$ cat config.mk
export PLATFORM = sky130hd
export DESIGN_NAME = ff_wr_arbiter
export DESIGN_NICKNAME = d
export VERILOG_FILES = /design/src/rtl/ff_wr_arbiter.sv
export SDC_FILE = /design/constraint.sdc
export NUM_CORES = 1
export LEC_CHECK = 0
export CAP_MARGIN = 20
export CORE_MARGIN = 5
export CORE_UTILIZATION = 45
export DETAILED_ROUTE_END_ITERATION = 16
export PLACE_DENSITY = 0.85
export SYNTH_ARGS = -nofsm -noshare
export SYNTH_HDL_FRONTEND = slang
export SYNTH_SLANG_ARGS = --single-unit
$ cat constraint.sdc
create_clock -name clk -period 4.1 [get_ports clk]
set_clock_uncertainty 0.2 [all_clocks]
set_input_delay 0.615 -clock clk [delete_from_list [all_inputs] [get_ports clk]]
set_output_delay 0.615 -clock clk [all_outputs]
set_load 0.02 [all_outputs]
$ cat src/rtl/ff_wr_arbiter.sv
// ff_wr_arbiter
//   Round-robin write arbiter and sequencer for a shared N-bit register.
//   REQS requesters compete for the write port. Each arbitration round grants
//   one requester for a single LOAD cycle. The register then loads that
//   requester's data, and a settle window of HOLD_CYCLES idle cycles follows.
//
// Ports
//   clk      rising-edge clock
//   res      asynchronous, active-high reset
//   req      per-requester level request, held until granted
//   din      requester data, requester i at [i*N +: N]
//   gnt      one-hot grant, registered, high for the LOAD cycle only
//   busy     registered, high whenever the sequencer is not IDLE
//   q        shared register contents
//   last_id  index of the last requester whose write committed
//   wr_cnt   committed-write count, wraps modulo 2^CNT_W
module ff_wr_arbiter #(
  parameter int N           = 8,
  parameter int REQS        = 4,
  parameter int HOLD_CYCLES = 2,
  parameter int CNT_W       = 8
) (
  input  logic                    clk,
  input  logic                    res,
  input  logic [REQS-1:0]         req,
  input  logic [REQS*N-1:0]       din,
  output logic [REQS-1:0]         gnt,
  output logic                    busy,
  output logic [N-1:0]            q,
  output logic [$clog2(REQS)-1:0] last_id,
  output logic [CNT_W-1:0]        wr_cnt
);

  localparam int ID_W = $clog2(REQS);
  localparam int HC_W = (HOLD_CYCLES > 1) ? $clog2(HOLD_CYCLES) : 1;
  localparam logic [HC_W-1:0] HOLD_LAST = HC_W'((HOLD_CYCLES > 0) ? HOLD_CYCLES - 1 : 0);
  localparam logic [ID_W-1:0] ID_MAX    = ID_W'(REQS - 1);

  typedef enum logic [1:0] {IDLE, LOAD, HOLD} state_t;

  state_t          state, state_nxt;
  logic [ID_W-1:0] sel;
  logic [ID_W-1:0] winner;
  logic [HC_W-1:0] hold_cnt;
  logic            arb;
  logic            commit;

  // First set request searching upward from last+1, wrapping REQS-1 -> 0.
  function automatic logic [ID_W-1:0] rr_pick(input logic [REQS-1:0] r,
                                              input logic [ID_W-1:0] last);
    logic [ID_W-1:0] pick;
    logic            found;
    int              idx;
    pick  = last;
    found = 1'b0;
    for (int k = 1; k <= REQS; k++) begin
      idx = (int'(last) + k) % REQS;
      if (!found && r[idx]) begin
        pick  = ID_W'(idx);
        found = 1'b1;
      end
    end
    return pick;
  endfunction

  always_comb begin
    state_nxt = state;
    arb       = 1'b0;
    commit    = 1'b0;
    winner    = rr_pick(req, last_id);
    case (state)
      IDLE: begin
        if (|req) begin
          arb       = 1'b1;
          state_nxt = LOAD;
        end
      end
      LOAD: begin
        // A requester that drops req during its LOAD cycle forfeits the write.
        if (req[sel]) begin
          commit    = 1'b1;
          state_nxt = (HOLD_CYCLES == 0) ? IDLE : HOLD;
        end else begin
          state_nxt = IDLE;
        end
      end
      HOLD: begin
        if (hold_cnt == HOLD_LAST) state_nxt = IDLE;
      end
      default: state_nxt = IDLE;
    endcase
  end

  always_ff @(posedge clk or posedge res) begin
    if (res) state <= IDLE;
    else     state <= state_nxt;
  end

  always_ff @(posedge clk or posedge res) begin
    if (res) begin
      gnt      <= '0;
      busy     <= 1'b0;
      q        <= '0;
      last_id  <= ID_MAX;
      wr_cnt   <= '0;
      sel      <= '0;
      hold_cnt <= '0;
    end else begin
      busy <= (state_nxt != IDLE);
      // Grant lasts exactly the LOAD cycle: set on arbitration, cleared next edge.
      if (arb) begin
        gnt <= REQS'(1) << winner;
        sel <= winner;
      end else begin
        gnt <= '0;
      end
      // Data is sampled on the LOAD-exit edge, not at grant time.
      if (commit) begin
        q       <= din[int'(sel)*N +: N];
        last_id <= sel;
        wr_cnt  <= wr_cnt + 1'b1;
      end
      if (state == HOLD) hold_cnt <= hold_cnt + 1'b1;
      else               hold_cnt <= '0;
    end
  end

endmodule

Word level (Yosys, flattened, before mapping)

Cells that the tools add are included.
W data, S select, Z words.

Input bits: 38
Register bits: 28

Order comparisons: 5
Equal/unequal tests: 2
Shift operators: 2
Reductions and logical operators: 13
Bitwise logic cells: 4
Multiplexer cells: 31
$add $sub $neg: 6

Operators with widths:

| operator              | count |
|---|---|
| $shiftx A32 B6 Y8     | 1 |
| $mux W1               | 17 |
| $lt A3 B4 Y1 const B  | 4 |
| $mux W2               | 7 |
| $bmux W1 S2           | 5 |
| $add A8 B1 Y8 const B | 1 |
| $reduce_or A2 Y1      | 4 |
| $pmux W2 S3           | 1 |
| $add A2 B1 Y2 const B | 2 |
| $add A2 B2 Y2 const B | 2 |
| $and A1 B1 Y1 const A | 4 |
| $mux W4               | 1 |
| $reduce_or A4 Y1      | 1 |
| $shl A1 B2 Y4 const A | 1 |
| $logic_and A1 B1 Y1   | 3 |
| $logic_not A1 Y1      | 3 |
| $lt A2 B3 Y1 const B  | 1 |
| $eq A2 B1 Y1 const B  | 1 |
| $eq A2 B2 Y1 const B  | 1 |
| $logic_not A2 Y1      | 1 |
| $reduce_bool A2 Y1    | 1 |
| $add A1 B1 Y1 const B | 1 |

Longest topological paths before layout

Gate-level depths: netlist (run 1).

Depth in word-level cells: 18
Depth in mapped cells: 6
Mapped depth without buffers: 4

Least setup slack after synthesis (run 1)

OpenSTA, ideal clock, no wires.

Kind: input port to flip-flop
From: input port req[3]
To: register q[0]
Slack: 2.257 ns
Cell stages on the path: 4
Data required time: 3.775 ns
Arrival: 1.518 ns
Library setup time: 0.125 ns
Path through: mux2i_1 > o22ai_4 > buf_6 > mux2_2

Cells in the longest elaborated chain, start to end: 4

Ends and longest elaborated chain:

| item                          | RTL line | source |
|---|---|---|
| start, declared               | 25       | `input logic [REQS-1:0] req,` |
| $bmux W1 S2                   | 80       | `if (req[sel]) begin` |
| $mux W1 (implied by the code) | 80       |  |
| $mux W1                       | 80       |  |
| $mux W1                       | 71       | `case (state)` |
| end signal, assigned          | 119      | `q <= din[int'(sel)*N +: N];` |
| end, declared                 | 29       | `output logic [N-1:0] q,` |

Every way passes these cells. The select of a mux whose other input is x is not followed.
A chain may end at the register's enable or synchronous reset.

Worst setup path after layout (run 1)

From: register last_id[1]
To: output port last_id[1]

RTL lines:

| item                   | RTL line | source |
|---|---|---|
| start, declared        | 30       | `output logic [$clog2(REQS)-1:0] last_id,` |
| start signal, assigned | 120      | `last_id <= sel;` |

No word-level cell between the ends.

==> results of run 1 <==
==> flip-flops by register name, indices dropped and copies added (netlist names) <==
| register | cells |
|---|---|
| q | 8 |
| wr_cnt | 8 |
| gnt | 4 |
| last_id | 2 |
| sel | 2 |
| state | 2 |
| busy | 1 |
| hold_cnt | 1 |
==> cell type report <==
| class | count | area [µm²] |
|---|---|---|
| sequential | 28 | 703 |
| multi-input combinational | 66 | 643 |
| timing repair buffer | 61 | 628 |
| clock inverter | 1 | 30.0 |
| fill | 220 | 920 |
| clock buffer | 3 | 22.5 |
| tap | 33 | 41.3 |
| inverter | 4 | 15.0 |
==> path summary, 6_finish.rpt <==
check / endpoint
min in group asynchronous: busy
worst max register to register: q[3]
max in group asynchronous: last_id[0]
worst max-delay path: last_id[1]
worst min-delay path: hold_cnt
worst min register to register: hold_cnt
==> routing by layer <==
metal | up-vias | wire [µm]
li1 | 500 | -
met5 | - | 0
met2 | 44 | 1680
met3 | 2 | 270
met1 | 545 | 1290
met4 | 0 | 18
==> cell families after synthesis <==
group / after synthesis
compound gates: 9
mux: 22
xor+xnor: 7
fa+ha+maj: 1
flops: 28
buf+inv: 7
simple gates: 27
==> metrics by stage <==
| step | total power (W) | area [µm²] | hold slack [ps] |
|---|---|---|---|
| after CTS | 0.00148 | 2060 | 247 |
| after floorplan | 0.000992 | 1380 | 197 |
| final | 0.00147 | 2080 | 243 |
| after detailed placement | 0.00130 | 2000 | 220 |
| after global routing | 0.00157 | 2080 | 274 |
| after global placement | 0.00126 | 2000 | 211 |
==> placed cells by master (no fill, tap or decap), types with 3 or more instances in the layout <==
master / n
clkdlybuf4s50_1: 60
dfrtp_1: 26
mux2_2: 12
mux4_2: 8
o21ai_0: 6
xnor2_1: 6
inv_1: 4
nor2_1: 3
nand4_1: 3
nand3_1: 3
nor3b_1: 3
clkbuf_4: 3
==> power breakdown <==
| part | switching, W | internal, W | leakage, nW |
|---|---|---|---|
| Sequential | 0.000143 | 0.000404 | 0.346 |
| Combinational | 0.000318 | 0.000425 | 0.463 |
| Clock | 0.0000818 | 0.0000988 | 0.0279 |
==> out/results.tsv, run 1 <==
metric	value	unit
critical_path.top_delay_family	buffers and inverters	
clockBufferDepth	2	
cts_resized	0	
synth_adder_area_share	0.905	%
synth.area.mux_share	24.3	%
ys_seq_area_share	50.9	%
setup-violations-final	0	
num_vias	1091	
synth_area_per_cell	13.7	µm²
cts-root-buf	clkbuf_4	
drv_cap	0	
async_flop_share	100	%
dp_slack	1510	ps
crit_cells	1	
port-buffer-count	60	
drcViolationCount	0	
synthSimpleGateAreaFrac	12.0	%
synthCells	101	
min_path_type	reg -> reg	
detail_route.first_pass.iterations	4	
top_usage_layer	met2	
cts_setup_buffers	0	
initial_core_util	46.0	%
layout-drive-gt1-share	18.4	%
syn_area	1380	µm²
critical_path_class	reg -> out	
num_io_pins	61	
power_leakage	0.837	nW
synthXorXnorAreaFrac	4.43	%
yosys_warnings	0	
cts_tree	built	
relSlewSlack	56.0	%
cp_slowest_stage_delay	610	ps
h-tree-depth	1	
dp_cells	191	
synth_area_leaders	dfrtp_1 47%, mux4_2 13%, mux2_2 9.8%	
num_antenna_cells	0	
antenna_found_initial	0	
fmax	424	MHz
grt_first_pass_wirelength	5510	µm
vias_per_cell	5.57	
status	finished clean	
use_met3	4.79	%
end_kind	output port	
synth_top_family_by_area	multiplexers	
worstHoldStart	hold_cnt	
cts_made_buffers	3	
ys.flop_type	dfrtp_1	
synth_nets	140	
cp.required	3280	ps
die_h	65.4	µm
design.die.area	4280	µm²
grt_pass1_vias	1230	
holdPathStages	1	
ys_ff_latch	28	
met2_usage	29.1	%
clkTransAtPathRegs	150	ps
clkLatencyLatePin	320	ps
fp.dieW	65.4	µm
final_cells	196	
min_period	2360	ps
crit_chain	clkdlybuf4s50_1	
synth_compound_area_share	4.89	%
yosys.area.top_type_share	47.1	%
startpoint	last_id[1]	
ir_drop	0.367	mV
routabilityCongestion	0.812	
critPathLaunchType	register	
max_slew.worst_pin.slew	661	ps
nets	203	
timing.rr.start	sel[0]	
finalCritPeriodShare	57.5	%
drtIter0Drc	39	
synth_edf_count	0	
rows	20	
grt_use_met1	19.3	%
core	3000	µm²
postRouteAntennaNets	0	
grtUsageTotal	16.3	%
setup_tns	0	ps
grt_remaining_overflow	0	
yosys.area.top_type	dfrtp_1	
cts_hold_buf	0	
fin_ws	1740	ps
drv_slew	0	
reg2reg_depth	3	
clock-sinks	28	
regToRegSetupSlack	1820	ps
critPathArrivalTime	1540	ps
routedWlPerCell	16.6	µm
grt_start_max_net_pins	29	
post-route-util	69.4	%
synthToLayoutAreaGrowth	50.7	%
wirelength	3260	µm
dpl.hpwl	2570	µm
synthTopCellsByCount	26 x dfrtp_1, 12 x mux2_2, 8 x mux4_2, 6 x o21ai_0, 6 x xnor2_1	
hold_viol	0	
cp_slowest_cell	clkdlybuf4s50_1	
powerDensity	706	nW/µm²
path_max_fanout	6	
worst-path-buf-inv	1	
ys_types	30	
grt_setup_unrepaired	false	
yosysMostFrequentCell	dfrtp_1	
(Power assumes the default switching activity.)
==> inputs of run 2 (changes only) <==
CORE_UTILIZATION = 37   (was 45)
PLACE_DENSITY = 0.75   (was 0.85)
clock period = 1.92 ns   (was 4.1 ns; I/O delays follow)
==> out/results.tsv, run 2 (synthesis gave the netlist of run 1 again) <==
metric	value	unit	change
status	finished clean		
path_max_fanout	6		unchanged
drtIter0Drc	56		+44%
finalCritPeriodShare	96.2	%	
worstReg2RegEnd	wr_cnt[1]		
rows	22		+10%
wirelength	3130	µm	-3.8%
critical_path.top_delay_family	buffers and inverters		
grt_first_pass_wirelength	5400	µm	-2.1%
powerDensity	1460	nW/µm²	+110%
ff_latch_area	703	µm²	unchanged
postRouteAntennaNets	0		unchanged
timing.rr.start	state[0]		
final_common_cell	clkdlybuf4s50_1		
clockBufferDepth	2		unchanged
swShare	36.3	%	-0.66 points
dpl.hpwl	2480	µm	-3.6%
cts_hold_buf	0		unchanged
setup-violations-final	0		unchanged
routedWlPerCell	14.2	µm	-14%
detail_route.first_pass.iterations	4		unchanged
final_cells	220		+12%
cts-root-buf	clkbuf_8		
fmax	541	MHz	
nets	212		+4.4%
h-tree-depth	1		unchanged
end_kind	output port		
antenna_found_initial	0		unchanged
cp.required	1430	ps	-1850 ps
p_switching	0.00115	W	+110%
routabilityCongestion	0.687		-15%
worst-path-buf-inv	1		unchanged
cp_slowest_stage_delay	640	ps	+30 ps
drv_slew	0		unchanged
critPathLaunchType	register		
top_regs	q (8), wr_cnt (8), gnt (4)		
crit_chain	clkdlybuf4s50_1		
seqPwrFrac	33.9	%	-3.3 points
core	3630	µm²	+21%
nFillCells	305		+39%
die_h	71.1	µm	+8.7%
grt_pass1_vias	1162		-5.5%
relSlewSlack	79.3	%	+23 points
grt_start_max_net_pins	29		unchanged
dp_slack	-268	ps	-1780 ps
internal_power	0.00203	W	+120%
drcViolationCount	0		unchanged
port-buffer-count	60		unchanged
grt_remaining_overflow	0		unchanged
drv_cap	0		unchanged
clkPwrFrac	11.3	%	-1.0 points
clkLatencyLatePin	270	ps	-50 ps
initial_core_util	38.1	%	-8.0 points
design.die.area	5060	µm²	+18%
ir_drop	0.537	mV	+46%
num_vias	1091		unchanged
critical_path_class	reg -> out		
regToRegSetupSlack	130	ps	-1690 ps
num_io_pins	61		unchanged
fin_ws	72.1	ps	-1670 ps
hold_viol	0		unchanged
power_leakage	0.912	nW	+9.0%
cp_slowest_cell	clkdlybuf4s50_1		
startpoint	wr_cnt[1]		
max_slew.worst_pin.slew	302	ps	-358 ps
num_antenna_cells	0		unchanged
min_path_type	in -> async		
cts_made_buffers	3		unchanged
multi_input_area	649	µm²	+0.97%
p_comb_share	54.8	%	+4.3 points
grt_setup_unrepaired	false		
reg2reg_depth	4		+1
clkTransAtPathRegs	90	ps	-60 ps
vias_per_cell	4.96		-11%
layout-drive-gt1-share	23.3	%	+4.9 points
min_period	1850	ps	
dp_cells	214		+12%
grtUsageTotal	13.5	%	-2.8 points
cts_tree	built		
clock-sinks	28		unchanged
layout_common_cells	55 x clkdlybuf4s50_1, 26 x dfrtp_1, 12 x mux2_2		
synthToLayoutAreaGrowth	57.4	%	
fp.dieW	71.1	µm	+8.7%
critPathArrivalTime	1360	ps	-180 ps
run 2: cell types whose count changed in the layout (fill, tap and decap cells not counted), moves of 2 or more:
cell | before | now
buf_4 | 0 | 9
clkbuf_4 | 3 | 0
clkbuf_8 | 0 | 4
clkdlybuf4s50_1 | 60 | 55
dlygate4sd2_1 | 0 | 2
dlymetal6s2s_1 | 0 | 3
run 2: metal layers:
metal | vias to the layer above | wire length (µm) | global-route usage, %
li1 | 519 | - | -
met1 | 520 | 1180 | 15.6
met2 | 47 | 1570 | 22.5
met3 | 5 | 345 | 6.11
met4 | 0 | 42 | 4.38
met5 | - | 0 | 0
run 2: worst max-delay path by stage:
stage               slack [ps]  depth (start not counted)   endpoint
detailed placement        -270                          4  wr_cnt[1]
floorplan                  110                          4       q[0]
global route                20                          1  wr_cnt[4]
CTS                         10                          1  wr_cnt[2]
global placement          -200                          4       q[2]
finish                      70                          1  wr_cnt[1]
run 2: metrics by stage:
stage | total power (W) | hold slack, ps | setup TNS, ps | util [%] | instance area (µm²)
2_1_floorplan | 0.00212 | 152 | 0 | - | 1380
3_5_place_dp | 0.00282 | 220 | -4530 | 57.3 | 2080
3_3_place_gp | 0.00276 | 214 | -3390 | 57.3 | 2080
5_1_grt | 0.00341 | 218 | 0 | 59.9 | 2180
6_report | 0.00318 | 170 | 0 | 59.9 | 2180
4_1_cts | 0.00323 | 189 | 0 | 59.5 | 2160
run 2: layout make-up:
type,instances,share of cell area (%)
clock buffers,4,2.53
inverters,4,0.690
multi-input cells,66,29.8
flip-flops and latches,28,32.3
well taps,48,2.76
repair buffers,70,31.9
run 2: repair_timing:
action                     in CTS  in global routing
gates resized for setup         2                  5
setup buffers                   2                  0
cloned                          0                  0
setup endpoints to repair      14                  5
pin swaps                       1                  0
run 2: power groups by stage:
stage | clock [W] | combinational (W) | sequential (W)
floorplan | 0 | 0.000812 | 0.00131
global placement | 0 | 0.00169 | 0.00107
detailed placement | 0 | 0.00173 | 0.00110
CTS | 0.000366 | 0.00178 | 0.00109
global route | 0.000386 | 0.00189 | 0.00114
finish | 0.000358 | 0.00174 | 0.00108
==> inputs of run 3 (changes only) <==
CAP_MARGIN = 10   (was 20)
==> results of run 3 <==
No change in the layout: final DEF, timing and power equal those of run 2.
